`src/rtl/adf4158_cfg_sequencer_if.sv`:
```
// Host/PLL-side signal bundle for the ADF4158 configuration sequencer.
// Field names follow the sequencer's view: i_* it consumes, o_* it drives.
interface adf4158_cfg_sequencer_if;
    logic        i_cfg_we;
    logic [2:0]  i_cfg_addr;
    logic [31:0] i_cfg_wdata;
    logic        i_start_all;
    logic        i_start_one;
    logic [2:0]  i_reg_sel;
    logic        o_pll_clk;
    logic        o_write_data;
    logic        o_load_enable;
    logic        o_busy;
    logic        o_done;

    modport master (
        output i_cfg_we, i_cfg_addr, i_cfg_wdata, i_start_all, i_start_one, i_reg_sel,
        input  o_pll_clk, o_write_data, o_load_enable, o_busy, o_done
    );

    modport slave (
        input  i_cfg_we, i_cfg_addr, i_cfg_wdata, i_start_all, i_start_one, i_reg_sel,
        output o_pll_clk, o_write_data, o_load_enable, o_busy, o_done
    );
endinterface

```
`src/rtl/adf4158_cfg_sequencer.sv`:
```
// ADF4158 R0..R7 shadow image and 3-wire serialiser (CLK/DATA/LE), MSB first,
// full image sent R7 down to R0 so the final R0 write commits the PLL update.
module adf4158_cfg_sequencer #(
    parameter int CLK_DIV   = 2,
    parameter bit AUTO_INIT = 1'b0
) (
    input  logic                           i_clk,
    input  logic                           i_reset,
    adf4158_cfg_sequencer_if.slave         bus
);
    typedef enum logic [2:0] {
        S_IDLE,
        S_LOAD,
        S_CLK_LO,
        S_CLK_HI,
        S_LE_SETUP,
        S_LE_HIGH
    } state_t;

    localparam logic [7:0] HALF_LAST = 8'(CLK_DIV - 1);

    state_t            r_state;
    logic [7:0][28:0]  r_shadow;
    logic [30:0]       r_shift;
    logic [4:0]        r_bit_cnt;
    logic [7:0]        r_half;
    logic [2:0]        r_idx;
    logic              r_all;
    logic              r_pending;
    logic              r_init;
    logic              r_pll_clk;
    logic              r_write_data;
    logic              r_load_enable;
    logic              r_busy;
    logic              r_done;

    // Control bits are always replaced by the register index.
    logic w_unused_ctrl;
    assign w_unused_ctrl = ^bus.i_cfg_wdata[2:0];

    always_ff @(posedge i_clk) begin
        if (i_reset) begin
            r_shadow <= '0;
        end else if (bus.i_cfg_we) begin
            r_shadow[bus.i_cfg_addr] <= bus.i_cfg_wdata[31:3];
        end
    end

    always_ff @(posedge i_clk) begin
        if (i_reset) begin
            r_state       <= S_IDLE;
            r_shift       <= '0;
            r_bit_cnt     <= '0;
            r_half        <= '0;
            r_idx         <= '0;
            r_all         <= 1'b0;
            r_pending     <= 1'b0;
            r_init        <= AUTO_INIT;
            r_pll_clk     <= 1'b0;
            r_write_data  <= 1'b0;
            r_load_enable <= 1'b0;
            r_busy        <= 1'b0;
            r_done        <= 1'b0;
        end else begin
            r_done <= 1'b0;
            if (r_state != S_IDLE && bus.i_start_all) begin
                r_pending <= 1'b1;
            end
            case (r_state)
                S_IDLE: begin
                    r_init <= 1'b0;
                    if (bus.i_start_all || r_pending || r_init) begin
                        r_all     <= 1'b1;
                        r_idx     <= 3'd7;
                        r_pending <= 1'b0;
                        r_busy    <= 1'b1;
                        r_state   <= S_LOAD;
                    end else if (bus.i_start_one) begin
                        r_all   <= 1'b0;
                        r_idx   <= bus.i_reg_sel;
                        r_busy  <= 1'b1;
                        r_state <= S_LOAD;
                    end
                end
                S_LOAD: begin
                    // Bit 31 goes straight to the pin; r_shift holds bits 30..0.
                    r_write_data <= r_shadow[r_idx][28];
                    r_shift      <= {r_shadow[r_idx][27:0], r_idx};
                    r_bit_cnt    <= 5'd31;
                    r_half       <= HALF_LAST;
                    r_state      <= S_CLK_LO;
                end
                S_CLK_LO: begin
                    if (r_half == 8'd0) begin
                        r_half    <= HALF_LAST;
                        r_pll_clk <= 1'b1;
                        r_state   <= S_CLK_HI;
                    end else begin
                        r_half <= r_half - 8'd1;
                    end
                end
                S_CLK_HI: begin
                    if (r_half == 8'd0) begin
                        r_half    <= HALF_LAST;
                        r_pll_clk <= 1'b0;
                        if (r_bit_cnt == 5'd0) begin
                            r_write_data <= 1'b0;
                            r_state      <= S_LE_SETUP;
                        end else begin
                            r_write_data <= r_shift[30];
                            r_shift      <= {r_shift[29:0], 1'b0};
                            r_bit_cnt    <= r_bit_cnt - 5'd1;
                            r_state      <= S_CLK_LO;
                        end
                    end else begin
                        r_half <= r_half - 8'd1;
                    end
                end
                S_LE_SETUP: begin
                    if (r_half == 8'd0) begin
                        r_half        <= HALF_LAST;
                        r_load_enable <= 1'b1;
                        r_state       <= S_LE_HIGH;
                    end else begin
                        r_half <= r_half - 8'd1;
                    end
                end
                S_LE_HIGH: begin
                    if (r_half == 8'd0) begin
                        r_load_enable <= 1'b0;
                        if (r_all && r_idx != 3'd0) begin
                            r_idx   <= r_idx - 3'd1;
                            r_state <= S_LOAD;
                        end else begin
                            r_busy  <= 1'b0;
                            r_done  <= 1'b1;
                            r_state <= S_IDLE;
                        end
                    end else begin
                        r_half <= r_half - 8'd1;
                    end
                end
                default: r_state <= S_IDLE;
            endcase
        end
    end

    assign bus.o_pll_clk     = r_pll_clk;
    assign bus.o_write_data  = r_write_data;
    assign bus.o_load_enable = r_load_enable;
    assign bus.o_busy        = r_busy;
    assign bus.o_done        = r_done;
endmodule

```
`src/flat_wrapper.sv`:
```
// flat-port wrapper written by rule: the top's interface ports become plain ports
module adf4158_cfg_sequencer_flat 
#(
    parameter int CLK_DIV   = 2,
    parameter bit AUTO_INIT = 1'b0
)
  (i_clk, i_reset, bus_i_cfg_we, bus_i_cfg_addr, bus_i_cfg_wdata, bus_i_start_all, bus_i_start_one, bus_i_reg_sel, bus_o_pll_clk, bus_o_write_data, bus_o_load_enable, bus_o_busy, bus_o_done);
  adf4158_cfg_sequencer_if bus_i ();
  input  logic i_clk;
  input  logic i_reset;
  input wire logic [$bits(bus_i.i_cfg_we)-1:0] bus_i_cfg_we;
  input wire logic [$bits(bus_i.i_cfg_addr)-1:0] bus_i_cfg_addr;
  input wire logic [$bits(bus_i.i_cfg_wdata)-1:0] bus_i_cfg_wdata;
  input wire logic [$bits(bus_i.i_start_all)-1:0] bus_i_start_all;
  input wire logic [$bits(bus_i.i_start_one)-1:0] bus_i_start_one;
  input wire logic [$bits(bus_i.i_reg_sel)-1:0] bus_i_reg_sel;
  output wire logic [$bits(bus_i.o_pll_clk)-1:0] bus_o_pll_clk;
  output wire logic [$bits(bus_i.o_write_data)-1:0] bus_o_write_data;
  output wire logic [$bits(bus_i.o_load_enable)-1:0] bus_o_load_enable;
  output wire logic [$bits(bus_i.o_busy)-1:0] bus_o_busy;
  output wire logic [$bits(bus_i.o_done)-1:0] bus_o_done;
  assign bus_i.i_cfg_we = bus_i_cfg_we;
  assign bus_i.i_cfg_addr = bus_i_cfg_addr;
  assign bus_i.i_cfg_wdata = bus_i_cfg_wdata;
  assign bus_i.i_start_all = bus_i_start_all;
  assign bus_i.i_start_one = bus_i_start_one;
  assign bus_i.i_reg_sel = bus_i_reg_sel;
  assign bus_o_pll_clk = bus_i.o_pll_clk;
  assign bus_o_write_data = bus_i.o_write_data;
  assign bus_o_load_enable = bus_i.o_load_enable;
  assign bus_o_busy = bus_i.o_busy;
  assign bus_o_done = bus_i.o_done;
  adf4158_cfg_sequencer #(.CLK_DIV(CLK_DIV), .AUTO_INIT(AUTO_INIT)) u_core (.i_clk(i_clk), .i_reset(i_reset), .bus(bus_i));
endmodule
```
`config.mk`:
```
export PLATFORM = sky130hd
export DESIGN_NAME = adf4158_cfg_sequencer_flat
export DESIGN_NICKNAME = d
export VERILOG_FILES = /design/src/rtl/adf4158_cfg_sequencer_if.sv /design/src/rtl/adf4158_cfg_sequencer.sv /design/src/flat_wrapper.sv
export SDC_FILE = /design/constraint.sdc
export NUM_CORES = 1
export LEC_CHECK = 0
export CAP_MARGIN = 20
export CORE_ASPECT_RATIO = 2
export CORE_UTILIZATION = 30
export CTS_BUF_LIST = sky130_fd_sc_hd__clkbuf_4 sky130_fd_sc_hd__clkbuf_8 sky130_fd_sc_hd__clkbuf_16
export CTS_CLUSTER_DIAMETER = 30
export DETAILED_ROUTE_END_ITERATION = 10
export GPL_TIMING_DRIVEN = 0
export SYNTH_ARGS = -nofsm -noshare
export SYNTH_HDL_FRONTEND = slang
export SYNTH_SLANG_ARGS = --single-unit
```
`constraint.sdc`:
```
create_clock -name i_clk -period 2.1 [get_ports i_clk]
set_input_delay 0.63 -clock i_clk [delete_from_list [all_inputs] [get_ports i_clk]]
set_output_delay 0.63 -clock i_clk [all_outputs]
set_load 0.02 [all_outputs]
```
==> metrics.yaml, run 1 <==
outcome: "complete, no violations"
max_slew_margin_pct: 52.2
clkPwrFrac_pct: 34.5
num_antenna_cells: 0
setup_violations: 0
initial_core_util_pct: 30.4
die_y_um: 296
grt_start_max_net_pins: 20
cp_max_fo: 6
fin_hold_ws_ns: 0.404
dp_hpwl_mm: 32.4
grt_pass1_vias: 12015
yosys.area_share.simple_pct: 20.2
clk_latency_ns: 0.52
worstSetupPathType: "reg -> reg"
synthAdderAreaFrac_pct: 0.578
drt_iter0_markers: 867
synth_cells: 1629
period_share_pct: 98.1
skew_ns: 0.0143
seq_area_sq_um: 5800
cts_tree: "built"
multiInputGateArea_sq_um: 6430
cellPowerDensity_nw_per_um2: 1220
final_cells: 2250
synth_edf_count: 0
dr_wl_met2_mm: 23.9
routed_wirelength_mm: 44.7
ys_types: 61
yosys_warnings: 0
hold_path.startpoint: "bus_i_cfg_wdata[14]"
gp_congestion: 0.914
hold_depth: 3
place_inst: 2187
portBuffers: 13
clock.fmax_ghz: 0.485
seq_area_frac_synth_pct: 44.5
synth-seq-cells: 289
synth_compound_area_share_pct: 18.6
cap_violations: 0
grt.overflow.total: 0
p_comb_share_pct: 32.4
finalMaxSlewViolations: 0
cts_hold_buf: 0
syn_nets: 1678
wl_met3_mm: 2.06
clockBufferDepth: 3
p_int_mw: 12.3
startpoint_type: "flip-flop"
cts.sinks: 289
r2r_setup_slack_ns: 0.04
synth_top_family_by_area: "simple AND/OR/NAND/NOR gates"
layout-drive-gt1-share_pct: 15.5
die_w_um: 149
cts_htree_levels: 2
fillCellCount: 4325
final_util_pct: 36.3
met1_length_mm: 14.7
io_pins: 48
antenna_found_initial: 1
drt_pass1_iterations: 7
end_kind: "flip-flop"
crit_arrival_ns: 2.45
rows: 107
hold-path-endpoint: "u_core.r_shadow[214]$_SDFFE_PP0P_"
r2r-end: "u_core.r_shift[5]$_SDFFE_PP0P_"
hold_class: "in -> reg"
swShare_pct: 34.9
area_delta_synth_final_pct: 19.5
drc: 0
final_hold_viol_count: 0
highest_layer: "met5"
rr_worst_depth: 6
vias: 11815
synth.avg_cell_area_sq_um: 7.97
numCtsBuffers: 35
final_common_cell: "nand2_1"
viasPerCell: 5.25
p_sw_mw: 6.60
p_total_mw: 18.9
irDropWorstVdd_mv: 0.650
cts_root_buffer: "clkbuf_16"
cellLeakagePower_nw: 5.30
path_clk_slew_ns: 0.07
synthXorXnorAreaFrac_pct: 0.0674
layout_common_cells: "nand2_1 (490), dfxtp_1 (282), a21oi_1 (249)"
required_ns: 2.49
final_antenna_net_count: 0
ys.flop_type: "dfxtp_1"
min_period_ns: 2.06
worst_pin_slew_ns: 0.717
power.share.sequential_pct: 33.1
synth-async-reset-ratio_pct: 0
core_area_sq_um: 42700
grtUsageTotal_pct: 20.4
dieArea_sq_um: 44200
rr_startpoint: "u_core.r_half[3]$_SDFFE_PP0P_"
grt_pass1_wl_mm: 67.6
synthMuxAreaShare_pct: 9.13
wl_per_cell_um: 19.9
layout.nets: 1728
syn_area_sq_um: 13000
[routing by layer]
| layer | track usage, % | vias to the layer above |
|---|---|---|
| met5 | 0 | - |
| met4 | 17.8 | 2 |
| met3 | 2.48 | 191 |
| met2 | 39.0 | 447 |
| met1 | 18.6 | 5554 |
| li1 | - | 5621 |
[cells by family after synthesis]
family,after synthesis
adders and majority gates,6
AOI/OAI and AO/OA,385
xor gates and xnor gates,1
buffers and inverters,196
muxes,116
DFF,289
and+or+nand+nor,636
[synthesized netlist by cell type, types with 2 or more instances]
library cell,instances,area [sq um]
ha_1,6,75.1
nand2_1,491,1840
buf_4,19,143
nand2b_1,10,62.6
nor2_1,53,199
buf_1,13,48.8
nor2b_1,6,37.5
mux2i_1,114,1140
nor4_1,2,12.5
buf_6,2,22.5
clkbuf_1,102,383
o41ai_1,2,17.5
nand3b_1,3,22.5
dfxtp_1,289,5790
a31oi_1,7,43.8
nand4_1,3,18.8
inv_1,39,146
or3b_2,2,17.5
mux4_2,2,45.0
a22oi_1,2,15.0
a311oi_1,6,52.6
a21oi_1,250,1250
nor3b_1,2,15.0
buf_2,7,35.0
o32ai_1,9,78.8
a211oi_1,2,15.0
or4_1,2,15.0
o31ai_1,5,37.5
o21ai_0,9,45.0
nor3_1,40,200
or2_2,4,25.0
buf_12,3,60.1
o32ai_2,20,325
nand3_1,8,40.0
clkbuf_2,11,55.1
o22ai_1,57,357
or3_1,2,12.5
or4b_2,2,20.0
[power by group through the flow]
stage / Clock (mW) / Combinational, mW / Sequential (mW)
3_5_place_dp: 0 / 5.41 / 6.20
6_report: 6.52 / 6.12 / 6.27
4_1_cts: 6.58 / 5.87 / 6.23
5_1_grt: 6.79 / 6.46 / 6.32
3_3_place_gp: 0 / 5.33 / 6.18
2_1_floorplan: 0 / 3.87 / 6.15
[through the flow]
step / area (sq um) / setup slack, ns / setup TNS [ns]
floorplan: 13000 / -0.0495 / -0.796
global placement: 13800 / -1.00 / -212.07
detailed placement: 13800 / -1.01 / -219.55
CTS: 15400 / -0.205 / -14.39
global route: 15500 / -0.00636 / -0.00636
finish: 15500 / 0.0398 / 0
[what timing repair did]
action                                  CTS  global route
pin swaps                                 4             1
resized for setup                       111            74
endpoints found under the setup margin  286           273
gates cloned                              2             0
setup buffers                            12             5
[worst max-delay path, cell delays in order, from the launching register on]
cell      delay (ns)
dfxtp_4         0.36
or4_4           0.59
o41a_4          0.52
nand2b_4        0.14
buf_12          0.13
buf_12          0.11
o32ai_1         0.08
[flip-flops by register name, summed over array words and instances (netlist names)]
signal and count:
u_core.r_shadow 232, u_core.r_shift 31, u_core.r_half 8, u_core.r_bit_cnt 5
u_core.r_idx 3, u_core.r_state 3, u_core.bus.o_busy 1, u_core.bus.o_done 1
u_core.bus.o_load_enable 1, u_core.bus.o_pll_clk 1, u_core.bus.o_write_data 1, u_core.r_all 1
u_core.r_pending 1
[cell type report]
cell class | count | area share [%]
inverters | 39 | 0.976
clock inverters | 20 | 1.61
well taps | 545 | 4.40
repair buffers | 32 | 2.46
plain buffers | 138 | 5.32
clock buffers | 43 | 6.42
flip-flops and latches | 289 | 37.4
multi-input cells | 1144 | 41.4
[how the worst max path moves through the flow]
stage,from,to,slack [ns],cells after the start
final,u_core.r_half[3]$_SDFFE_PP0P_,u_core.r_shift[5]$_SDFFE_PP0P_,0.04,6
after global routing,u_core.r_state[1]$_SDFFE_PP0P_,u_core.r_shift[7]$_SDFFE_PP0P_,-0.006,6
after floorplan,u_core.r_half[0]$_SDFFE_PP0P_,u_core.r_shift[10]$_SDFFE_PP0P_,-0.05,10
after global placement,bus_i_cfg_addr[2],u_core.r_shadow[135]$_SDFFE_PP0P_,-1.00,7
after CTS,i_reset,u_core.r_shadow[167]$_SDFFE_PP0P_,-0.21,5
after detailed placement,bus_i_cfg_we,u_core.r_shadow[224]$_SDFFE_PP0P_,-1.01,7
Note: power is estimated with default switching activity, not from simulation.
==> run 2, diff against run 1 <==
Settings changed: SETUP_SLACK_MARGIN from default to 0.05, SLEW_MARGIN from default to 5.
==> run 2 against run 1 <==
  * Sequential cell count unchanged
  * Register-to-register slack worse by 0.10 ns
  * Sequential power fell by 1%
  * Setup slack lost 0.10 ns
  * Sequential share of layout area shrank 0.79 points
  * Die area did not move
  * Largest power group is now combinational cells
  * The flow now finishes with violations (setup timing)
==> metrics.yaml, run 2 (same netlist as run 1, synthesis figures left out) <==
outcome: "complete, but fails checks"
violations: "setup timing"
cp_max_fo: 6  # unchanged
wl_per_cell_um: 19.8  # -0.54%
startpoint_type: "flip-flop"
dp_hpwl_mm: 32.1  # -0.76%
clockBufferDepth: 3  # unchanged
drt_pass1_iterations: 5  # -2
final_hold_viol_count: 0  # unchanged
grt_pass1_vias: 11703  # -2.6%
placed_cell_area_sq_um: 13800  # unchanged
worst-path-stages: 6  # unchanged
r2r-end: "u_core.r_bit_cnt[3]$_SDFFE_PP0P_"
initial_core_util_pct: 30.4  # unchanged
numCtsBuffers: 35  # unchanged
end_kind: "flip-flop"
p_total_mw: 19.4  # +2.9%
worst_slack_ns: -0.0629  # -0.103 ns
die_y_um: 296  # unchanged
rr_startpoint: "u_core.r_half[2]$_SDFFE_PP0P_"
portBuffers: 13  # unchanged
routed_wirelength_mm: 45.0  # +0.52%
path_buf_inv: 2  # unchanged
worst_pin_slew_ns: 0.722  # +0.00502 ns
core_area_sq_um: 42700  # unchanged
fillCellCount: 4309  # -0.37%
fin_area_sq_um: 15800  # +2.2%
irDropWorstVdd_mv: 0.664  # +2.1%
final_util_pct: 37.1  # +0.78 points
max_slew_margin_pct: 51.9  # -0.33 points
fin_hold_ws_ns: 0.394  # -0.00983 ns
cellLeakagePower_nw: 5.42  # +2.3%
clk_latency_ns: 0.53  # about the same
cellPowerDensity_nw_per_um2: 1230  # +0.69%
drt_iter0_markers: 774  # -11%
required_ns: 2.50  # about the same
grtUsageTotal_pct: 20.1  # -0.36 points
hold_class: "in -> reg"
final_common_cell: "nand2_1"
grt_pass1_wl_mm: 66.6  # -1.5%
cap_violations: 0  # unchanged
setup_violations: 5  # +5
rr_worst_depth: 6  # unchanged
clock.fmax_ghz: 0.462  # -4.7%
skew_ns: 0.0237  # +0.00932 ns
path_clk_slew_ns: 0.07  # about the same
grt.overflow.total: 0  # unchanged
period_share_pct: 103  # +4.9 points
cts_tree: "built"
layout.nets: 1752  # +1.4%
die_w_um: 149  # unchanged
cts_root_buffer: "clkbuf_16"
io_pins: 48  # unchanged
finalMaxSlewViolations: 0  # unchanged
drc: 0  # unchanged
dieArea_sq_um: 44200  # unchanged
critPathTopFamily: "compound AO/OA/AOI/OAI gates"
crit_arrival_ns: 2.56  # +0.11 ns
num_antenna_cells: 0  # unchanged
seq_area_sq_um: 5800  # unchanged
worstSetupPathType: "reg -> reg"
gp_congestion: 0.932  # +2.0%
grt_start_max_net_pins: 20  # unchanged
multiInputGateArea_sq_um: 6590  # +2.5%
slowest_delay_ns: 0.53  # -0.06 ns
startpoint: "u_core.r_half[2]$_SDFFE_PP0P_"
cts.sinks: 289  # unchanged
rsz0062_at_grt: "true"
antenna_found_initial: 1  # unchanged
layout_common_cells: "nand2_1 (490), dfxtp_1 (280), a21oi_1 (247)"
largest_register_ffs: 232  # unchanged
reg.largest.list: "u_core.r_shadow: 232 flops, u_core.r_shift: 31 flops, u_core.r_half: 8 flops"
crit_chain: "or4_4 -> buf_6 -> o41a_4 -> buf_4 -> o41ai_2 -> a31oi_1"
crit_slowest_cell: "or4_4"
r2r_setup_slack_ns: -0.06  # -0.10 ns
min_period_ns: 2.16  # +0.103 ns
cts_htree_levels: 2  # unchanged
crit_path_end: "u_core.r_bit_cnt[3]$_SDFFE_PP0P_"
setup_tns_ns: -0.140  # -0.140 ns
area_delta_synth_final_pct: 22.0
vias: 11959  # +1.2%
layout-drive-gt1-share_pct: 17.8  # +2.3 points
rows: 107  # unchanged
top_register: "u_core.r_shadow"
final_antenna_net_count: 0  # unchanged
viasPerCell: 5.26  # +0.15%
run 2: worst min path at each step:
| stage | from | end | depth (start not counted) |
|---|---|---|---|
| final | bus_i_cfg_wdata[14] | u_core.r_shadow[40]$_SDFFE_PP0P_ | 3 |
| after CTS | bus_i_cfg_wdata[29] | u_core.r_shadow[84]$_SDFFE_PP0P_ | 3 |
| after detailed placement | u_core.r_shadow[152]$_SDFFE_PP0P_ | u_core.r_shadow[152]$_SDFFE_PP0P_ | 2 |
| after floorplan | u_core.r_shift[3]$_SDFFE_PP0P_ | u_core.r_shift[3]$_SDFFE_PP0P_ | 2 |
| after global placement | u_core.r_shadow[86]$_SDFFE_PP0P_ | u_core.r_shadow[86]$_SDFFE_PP0P_ | 2 |
| after global routing | bus_i_cfg_wdata[30] | u_core.r_shadow[143]$_SDFFE_PP0P_ | 3 |
run 2: power breakdown:
part           leakage (nW)  switching, mW  internal [mW]  total (mW)
Clock                 0.586           2.67           3.78        6.45
Combinational          2.49           3.94           2.86        6.79
Sequential             2.34          0.347           5.86        6.21
Total                  5.42           6.95           12.5        19.4
run 2: final cells by class:
class / instances / area share (%)
clock inverter: 23 / 1.82
multi-input combinational: 1144 / 41.6
inverter: 39 / 0.955
sequential: 289 / 36.6
buffer: 149 / 6.02
clock buffer: 40 / 5.88
timing repair buffer: 45 / 2.86
tap: 545 / 4.30
run 2: routing by layer:
| metal | wire, um | track usage (%) |
|---|---|---|
| met5 | 12 | 0 |
| met4 | 4510 | 18.4 |
| met3 | 1860 | 2.14 |
| met2 | 23500 | 37.5 |
| met1 | 15000 | 18.8 |
run 2: worst reg2reg max path: stages (launching register included):
cell	delay, ns
dfxtp_4	0.35
or4_4	0.53
buf_6	0.15
o41a_4	0.50
buf_4	0.16
o41ai_2	0.22
a31oi_1	0.14
run 2: stage by stage:
step | worst slack (ns) | std cells
2_1_floorplan | -0.0495 | 1629
3_5_place_dp | -1.00 | 2187
4_1_cts | -0.0547 | 2262
5_1_grt | -0.0944 | 2274
6_report | -0.0629 | 2274
3_3_place_gp | -0.969 | 2187
run 2: what timing repair did:
action                                 4_1_cts  5_1_grt
resized for setup                          145       96
setup endpoints to repair                  292      159
cloned                                       2        1
pin swaps                                    9       11
hold buffers                                 0        0
buffers inserted                            18       13
endpoints found under the hold margin        0        0
==> run 3, diff against run 2 <==
Settings changed: CAP_MARGIN 20 to default.
==> results of run 3 <==
Final layout, timing and power as in run 2 (identical DEF).
